File: src/rtl/multdiv_seq.sv
// Sequential signed multiply/divide unit.
// Multiply: radix-2 Booth, 32 iterations into a 65-bit product register.
// Divide: non-restoring on operand magnitudes, sign fix-up at completion;
// the divider datapath is built only when MULTDIV_DIV_EN is defined,
// otherwise a divide start completes at once with result 0 and exception set.
module multdiv_seq (
  input  logic        clock,
  input  logic        reset,
  input  logic [31:0] data_operandA,
  input  logic [31:0] data_operandB,
  input  logic        ctrl_MULT,
  input  logic        ctrl_DIV,
  output logic [31:0] data_result,
  output logic        data_exception,
  output logic        data_resultRDY,
  output logic        busy
);

  localparam int unsigned W    = 32;
  localparam int unsigned PW   = 2 * W + 1;
  localparam int unsigned CW   = 6;
  localparam int unsigned ITER = 32;

  typedef enum logic [1:0] {IDLE, MULT, DIV, DONE} state_t;

  state_t          state, state_n;
  logic [CW-1:0]   count, count_n;
  logic [W-1:0]    mcand, mcand_n;
  logic [PW-1:0]   prod, prod_n;
  logic            op_div, op_div_n;
  logic [W-1:0]    result_n;
  logic            exc_n, rdy_n, busy_n;
  logic            start;
  logic [W:0]      acc, madd, sum;

`ifdef MULTDIV_DIV_EN
  logic [W:0]      rem, rem_n, rem_sh, diff;
  logic [W-1:0]    quo, quo_n;
  logic [W-1:0]    dvsr, dvsr_n;
  logic            neg_q, neg_q_n;
  logic            div_zero, div_zero_n;
  logic            div_ovf, div_ovf_n;
  logic [W-1:0]    a_mag, b_mag;
`endif

  assign start = ctrl_MULT | ctrl_DIV;

  // State register
  always_ff @(posedge clock or negedge reset) begin
    if (!reset) state <= IDLE;
    else        state <= state_n;
  end

  // Next-state, datapath step and output decode
  always_comb begin
    state_n  = state;
    count_n  = count;
    mcand_n  = mcand;
    prod_n   = prod;
    op_div_n = op_div;
    result_n = data_result;
    exc_n    = data_exception;
    rdy_n    = 1'b0;

    // Booth step: 33-bit sum keeps the true sign when the add overflows 32 bits
    acc  = {prod[PW-1], prod[PW-1:W+1]};
    madd = {mcand[W-1], mcand};
    case (prod[1:0])
      2'b01:   sum = acc + madd;
      2'b10:   sum = acc - madd;
      default: sum = acc;
    endcase

`ifdef MULTDIV_DIV_EN
    rem_n      = rem;
    quo_n      = quo;
    dvsr_n     = dvsr;
    neg_q_n    = neg_q;
    div_zero_n = div_zero;
    div_ovf_n  = div_ovf;
    rem_sh     = {rem[W-1:0], quo[W-1]};
    diff       = rem[W] ? (rem_sh + {1'b0, dvsr}) : (rem_sh - {1'b0, dvsr});
    a_mag      = data_operandA[W-1] ? (~data_operandA + W'(1)) : data_operandA;
    b_mag      = data_operandB[W-1] ? (~data_operandB + W'(1)) : data_operandB;
`endif

    case (state)
      MULT: begin
        prod_n  = {sum, prod[W:1]};
        count_n = count + CW'(1);
        if (count == CW'(ITER - 1)) state_n = DONE;
      end
      DIV: begin
`ifdef MULTDIV_DIV_EN
        rem_n   = diff;
        quo_n   = {quo[W-2:0], ~diff[W]};
        count_n = count + CW'(1);
        if (count == CW'(ITER - 1)) state_n = DONE;
`else
        state_n = IDLE;
`endif
      end
      DONE: begin
        state_n = IDLE;
        rdy_n   = 1'b1;
        if (op_div) begin
`ifdef MULTDIV_DIV_EN
          if (div_zero) begin
            result_n = '0;
            exc_n    = 1'b1;
          end else if (div_ovf) begin
            result_n = {1'b1, {(W-1){1'b0}}};
            exc_n    = 1'b1;
          end else begin
            result_n = neg_q ? (~quo + W'(1)) : quo;
            exc_n    = 1'b0;
          end
`else
          result_n = '0;
          exc_n    = 1'b1;
`endif
        end else begin
          result_n = prod[W:1];
          exc_n    = (prod[PW-1:W+1] != {W{prod[W]}});
        end
      end
      default: ;
    endcase

    // A start pulse aborts whatever is in flight and restarts
    if (start) begin
      count_n  = '0;
      mcand_n  = data_operandA;
      prod_n   = {{W{1'b0}}, data_operandB, 1'b0};
      op_div_n = ~ctrl_MULT;
      result_n = '0;
      exc_n    = 1'b0;
      rdy_n    = 1'b0;
      if (ctrl_MULT) begin
        state_n = MULT;
      end else begin
`ifdef MULTDIV_DIV_EN
        state_n    = DIV;
        rem_n      = '0;
        quo_n      = a_mag;
        dvsr_n     = b_mag;
        neg_q_n    = data_operandA[W-1] ^ data_operandB[W-1];
        div_zero_n = (data_operandB == '0);
        div_ovf_n  = (data_operandA == {1'b1, {(W-1){1'b0}}}) && (data_operandB == {W{1'b1}});
`else
        state_n = DONE;
`endif
      end
    end

    busy_n = (state_n != IDLE);
  end

  // Datapath and registered outputs
  always_ff @(posedge clock or negedge reset) begin
    if (!reset) begin
      count          <= '0;
      mcand          <= '0;
      prod           <= '0;
      op_div         <= 1'b0;
      data_result    <= '0;
      data_exception <= 1'b0;
      data_resultRDY <= 1'b0;
      busy           <= 1'b0;
    end else begin
      count          <= count_n;
      mcand          <= mcand_n;
      prod           <= prod_n;
      op_div         <= op_div_n;
      data_result    <= result_n;
      data_exception <= exc_n;
      data_resultRDY <= rdy_n;
      busy           <= busy_n;
    end
  end

`ifdef MULTDIV_DIV_EN
  // Divider registers
  always_ff @(posedge clock or negedge reset) begin
    if (!reset) begin
      rem      <= '0;
      quo      <= '0;
      dvsr     <= '0;
      neg_q    <= 1'b0;
      div_zero <= 1'b0;
      div_ovf  <= 1'b0;
    end else begin
      rem      <= rem_n;
      quo      <= quo_n;
      dvsr     <= dvsr_n;
      neg_q    <= neg_q_n;
      div_zero <= div_zero_n;
      div_ovf  <= div_ovf_n;
    end
  end
`endif

endmodule

File: config.mk
export PLATFORM = sky130hd
export DESIGN_NAME = multdiv_seq
export DESIGN_NICKNAME = d
export VERILOG_FILES = /design/src/rtl/multdiv_seq.sv
export SDC_FILE = /design/constraint.sdc
export NUM_CORES = 1
export LEC_CHECK = 0
export ABC_CLOCK_PERIOD_IN_PS = 4700
export BUFFER_PORTS_ARGS = -buffer_cell sky130_fd_sc_hd__buf_2
export CAP_MARGIN = 5
export CORE_ASPECT_RATIO = 1.75
export CORE_MARGIN = 5
export CORE_UTILIZATION = 30
export DETAILED_ROUTE_END_ITERATION = 10
export PLACE_DENSITY = 0.56
export RECOVER_POWER = 50
export SYNTH_ARGS = -nofsm -noshare
export SYNTH_HDL_FRONTEND = slang
export SYNTH_SLANG_ARGS = --single-unit
File: constraint.sdc
create_clock -name clock -period 4.7 [get_ports clock]
set_clock_uncertainty 0.2 [all_clocks]
set_input_delay 1.41 -clock clock [delete_from_list [all_inputs] [get_ports clock]]
set_output_delay 1.41 -clock clock [all_outputs]
set_load 0.01 [all_outputs]
======== Word level (Yosys, flattened, before mapping) ========
Index checks and enable logic that the tools add are counted.
operators by class
  reduce and logical (&&, ||, !) cells .... 6
  eq/ne operators ......................... 7
  add/subtract/negate cells ............... 3
  mux-type cells .......................... 17
  bitwise gates (word level) .............. 2
operator list
  cell                                                              count
  65-bit 2-to-1 mux                                                 2
  32-bit 2-to-1 mux                                                 3
  33-bit one-hot mux with 2 select lines                            1
  32-bit by 32-bit adder with 33-bit output                         1
  32-bit by 32-bit subtractor with 33-bit output                    1
  32-bit != test                                                    1
  6-bit 2-to-1 mux                                                  2
  6-bit by 1-bit adder with 6-bit output (second input constant)    1
  2-bit == test (second input constant)                             3
  6-bit by 5-bit == test with 1-bit output (second input constant)  1
  2-bit 2-to-1 mux                                                  3
  2-bit nonzero test                                                3
  1-bit 2-to-1 mux                                                  5
  2-bit by 1-bit == test with 1-bit output (second input constant)  2
  2-bit one-hot mux with 2 select lines                             1
  3-bit nonzero test                                                1
  2-bit AND reduction                                               1
  2-bit OR reduction                                                1
  1-bit NOT                                                         1
  1-bit bitwise OR                                                  1
word-level totals
  output and inout port bits .............. 35
  bits in registers ....................... 141
  word-level logic and storage cells ...... 45

======== Depth between registers and ports, before layout ========
  depth in word-level cells ............... 5
  gate-level depth with buffers ........... 17
  gate-level depth less buffers ........... 16

======== Worst setup path after synthesis ========
No wires, ideal clock.
  path type ............................... register -> register
  start ................................... register mcand[3]
  end ..................................... register prod[63]
  period minus slack after synthesis ...... 3975 ps
  arrival time ............................ 3652 ps
  library setup time ...................... 124 ps
  data required time ...................... 4376 ps
  setup slack ............................. 725 ps
  stages on the path, launching flop included .. 17
  cells stage by stage .................... dfrtp_1 or3_1 nor3b_2 nand2_1 nor4_2 nor2_1 xnor2_1 ha_1 buf_4 a21o_1 a31o_4 nor2_2 a2111oi_2 nor2_1 o31a_1 o2111a_1 a211o_1
between the ends
  word-level cells in the longest chain between the ends .. 4
  elaborated cells between the ends (all ways) .. 5
  those cells by class .................... 2 x add/sub; 3 x mux
ends and longest elaborated chain
  what                                                                                                                line    RTL
  from (decl)                                                                                                         28      logic [W-1:0] mcand, mcand_n;
  from (signal assigned)                                                                                              172     mcand <= mcand_n;
  32-bit by 32-bit subtractor with 33-bit output / 32-bit by 32-bit adder with 33-bit output (equally long branches)  70, 69
  33-bit one-hot mux with 2 select lines (*)                                                                          68      case (prod[1:0])
  65-bit 2-to-1 mux (*)                                                                                               87      case (state)
  65-bit 2-to-1 mux (*)                                                                                               131     if (start) begin
  to (signal assigned)                                                                                                173     prod <= prod_n;
  to (decl)                                                                                                           29      logic [PW-1:0] prod, prod_n;
Mark *: on every way between the ends. The rest lies on a longest branch, timed or not. The select of a mux whose other input is x is not followed.
A chain may end at the register's enable or synchronous reset.

======== Worst setup path after layout ========
  start ................................... register mcand[3]
  end ..................................... register prod[54]
Same word-level chain as after synthesis.

==> metrics.yaml <==
outcome:
  outcome: "complete, but fails checks"
  violations: "max-capacitance violations, max-slew violations"
grt:
  grt_max_degree: 93
  grt-ovfl-total: 0
  antenna_found_initial: 0
  grt_pass1_wl_mm: 38.5
  grt_pass1_vias: 7618
  grt_use_total_pct: 15.4
yosys:
  synth_edf_count: 0
  yosysWarnings: 0
  avgSynthCellArea_sq_um: 8.48
  postSynth.asyncResetShare_pct: 100
  ys.flop_type: "dfrtp_1"
  synthTopCellsByArea: "dfrtp_1 42%, nand2_1 8.8%, ha_1 5.3%"
  netlist_area_sq_um: 8480
  syn_nets: 1104
  ys_ff_latch: 141
  synth_top_area_share_pct: 41.6
  ys_types: 68
  yosysTopAreaCell: "dfrtp_1"
  synthCells: 999
  ys_seq_area_share_pct: 41.6
timing:
  drv_slew: 156
  setup_viol: 0
  layout_min_cycle_time_ns: 4.39
  slew_headroom_pct: -87.6
  tightest_slew_ns: 2.81
  fmax_mhz: 228
  final.period_utilization_pct: 93.5
  holdWs_ns: 0.296
  rsz0062_at_grt: "false"
  finalSetupTns_ns: 0
  hold_violations: 0
cells_and_area:
  final_util_pct: 35.6
  drive_above_1_share_pct: 15.7
  final_cell_mix: "198 x nand2_1, 141 x dfrtp_1, 100 x buf_2"
  mostFrequentLayoutCell: "nand2_1"
  syn_to_final_growth_pct: 17.3
  nets: 1180
  diodes: 0
  stdcell_area_sq_um: 9950
worst_setup_path:
  crit_family: "simple AND/OR/NAND/NOR gates"
  endpoint_kind: "register"
  slowest_stage: "or3_1"
  cp-start-kind: "register"
  path_buf_inv: 1
  crit_type: "reg2reg"
  slowest_delay_ns: 0.43
  crit_path_cell_trace: "or3_1 > nor3b_2 > nand2_1 > nor4_2 > a21oi_1 > xnor2_1 > ha_1 > nand2_1 > o21ai_0 > nor3_1 > a21oi_2 > buf_4 > a21bo_2 > xor2_1 > nand2_1 > a31oi_1"
  crit_top_cell: "nand2_1"
  arrival_ns: 4.55
  crit_fanout: 5
  worstPathRequired_ns: 4.86
die:
  initial_core_util_pct: 30.3
  std_cell_rows: 81
  die_h_microns: 232
  io-pin-count: 103
  dieArea_sq_um: 31800
  core_area_sq_um: 28000
  die_x_microns: 137
clocking:
  cts-buffers-inserted: 17
  clkSinkCount: 141
  htreeDepth: 4
  clk_pin_slew_ns: 0.06
  root_buffer: "clkbuf_16"
  postCtsSetupRepairBufs: 0
  clk_path_buf_depth: 2
  clk_latency_ns: 0.44
  tritoncts: "done"
pwr:
  vdd_ir_drop_max_v: 0.000244
  total_power_mw: 3.71
  power_density_nw_per_um2: 373
  leakage_nw: 4.65
routing:
  vias: 7483
  antenna_left: 0
  first_pass_iters: 4
  drt_wl_total_mm: 23.9
  wl_per_cell_microns: 16.4
  drt_iter0_drc: 313
  drcViolationCount: 0
  vias_per_cell: 5.13
placement:
  post_dp_cell_area_sq_um: 9390
  dpl.hpwl_mm: 17.5
  portBuffers: 102
  place.gp.congestion: 0.870
worst_hold_path:
  hold_path_class: "reg2reg"
flow_run:
  maxCapViolCount: 3
==> cell usage after synthesis (all sizes together) (4+ instances only) <==
cell and instances:
nand3 15, xnor2 49, nor4 10, o21ai 49
a21oi 75, o211a 10, inv 20, nor3 21
a21o 14, nand2 198, and2 4, nor2 96
a22o 32, and3 7, nand4 13, clkbuf 52
dfrtp 141, xor2 13, nor3b 4, o21bai 7
o211ai 11, nand2b 6, a31oi 50, or2 5
a211oi 5, buf 14, ha 36
==> through the flow <==
stage / setup WS (ns) / cells
finish: 0.307 / 1459
global route: 0.0483 / 1459
CTS: 0.150 / 1459
detailed placement: 0.145 / 1429
global placement: 0.160 / 1429
floorplan: 0.725 / 999
==> area by class of cell <==
type                    count  area [sq um]
fillers                  2990         18000
multi-input cells         772          4620
flip-flops and latches    141          3530
repair buffers            123           669
well taps                 373           467
clock buffers              19           443
clock inverters            11           145
inverters                  20          75.1
==> registers in the layout (all words and copies together) (netlist names) <==
signal          count
prod               65
data_result        32
mcand              32
count               6
state               2
busy                1
data_exception      1
data_resultRDY      1
op_div              1
==> per-layer routing <==
metal | vias to the layer above | part of all wire [%] | track usage, %
met5 | - | 0 | 0
met1 | 3567 | 39 | 16.6
met3 | 56 | 4.4 | 3.21
met2 | 171 | 52 | 27.2
met4 | 0 | 5.0 | 8.96
li1 | 3689 | - | -
==> kinds of logic after synthesis <==
family | share of synthesized area [%]
AO/OA/AOI/OAI | 22.0
XOR/XNOR | 6.41
adder cells (fa/ha/maj) | 5.55
buffers and inverters | 4.06
flip-flops | 41.6
multiplexers | 0.354
AND/OR/NAND/NOR | 20.0
==> repair_timing <==
action	4_1_cts	5_1_grt
setup endpoints to repair	0	2
hold buffers	0	0
resized for setup	0	1
==> worst paths after layout <==
| check | startpoint | to | slack [ns] | cells past startpoint |
|---|---|---|---|---|
| setup / recovery | mcand[3] | prod[54] | 0.31 | 16 |
| hold / removal | data_result[12] | data_result[12] | 0.30 | 1 |
| setup reg to reg | mcand[3] | prod[54] | 0.31 | 16 |
| hold reg to reg | data_result[12] | data_result[12] | 0.30 | 1 |
| max in group asynchronous | reset | prod[18] | 1.08 | 2 |
| min in group asynchronous | reset | mcand[1] | 1.50 | 1 |
==> report_power, final <==
| group | internal (mW) | leakage [nW] | switching [mW] |
|---|---|---|---|
| Sequential | 1.29 | 1.80 | 0.0944 |
| Combinational | 0.386 | 2.58 | 0.572 |
| Clock | 0.839 | 0.281 | 0.529 |
Power figures use the tool's default switching activity.
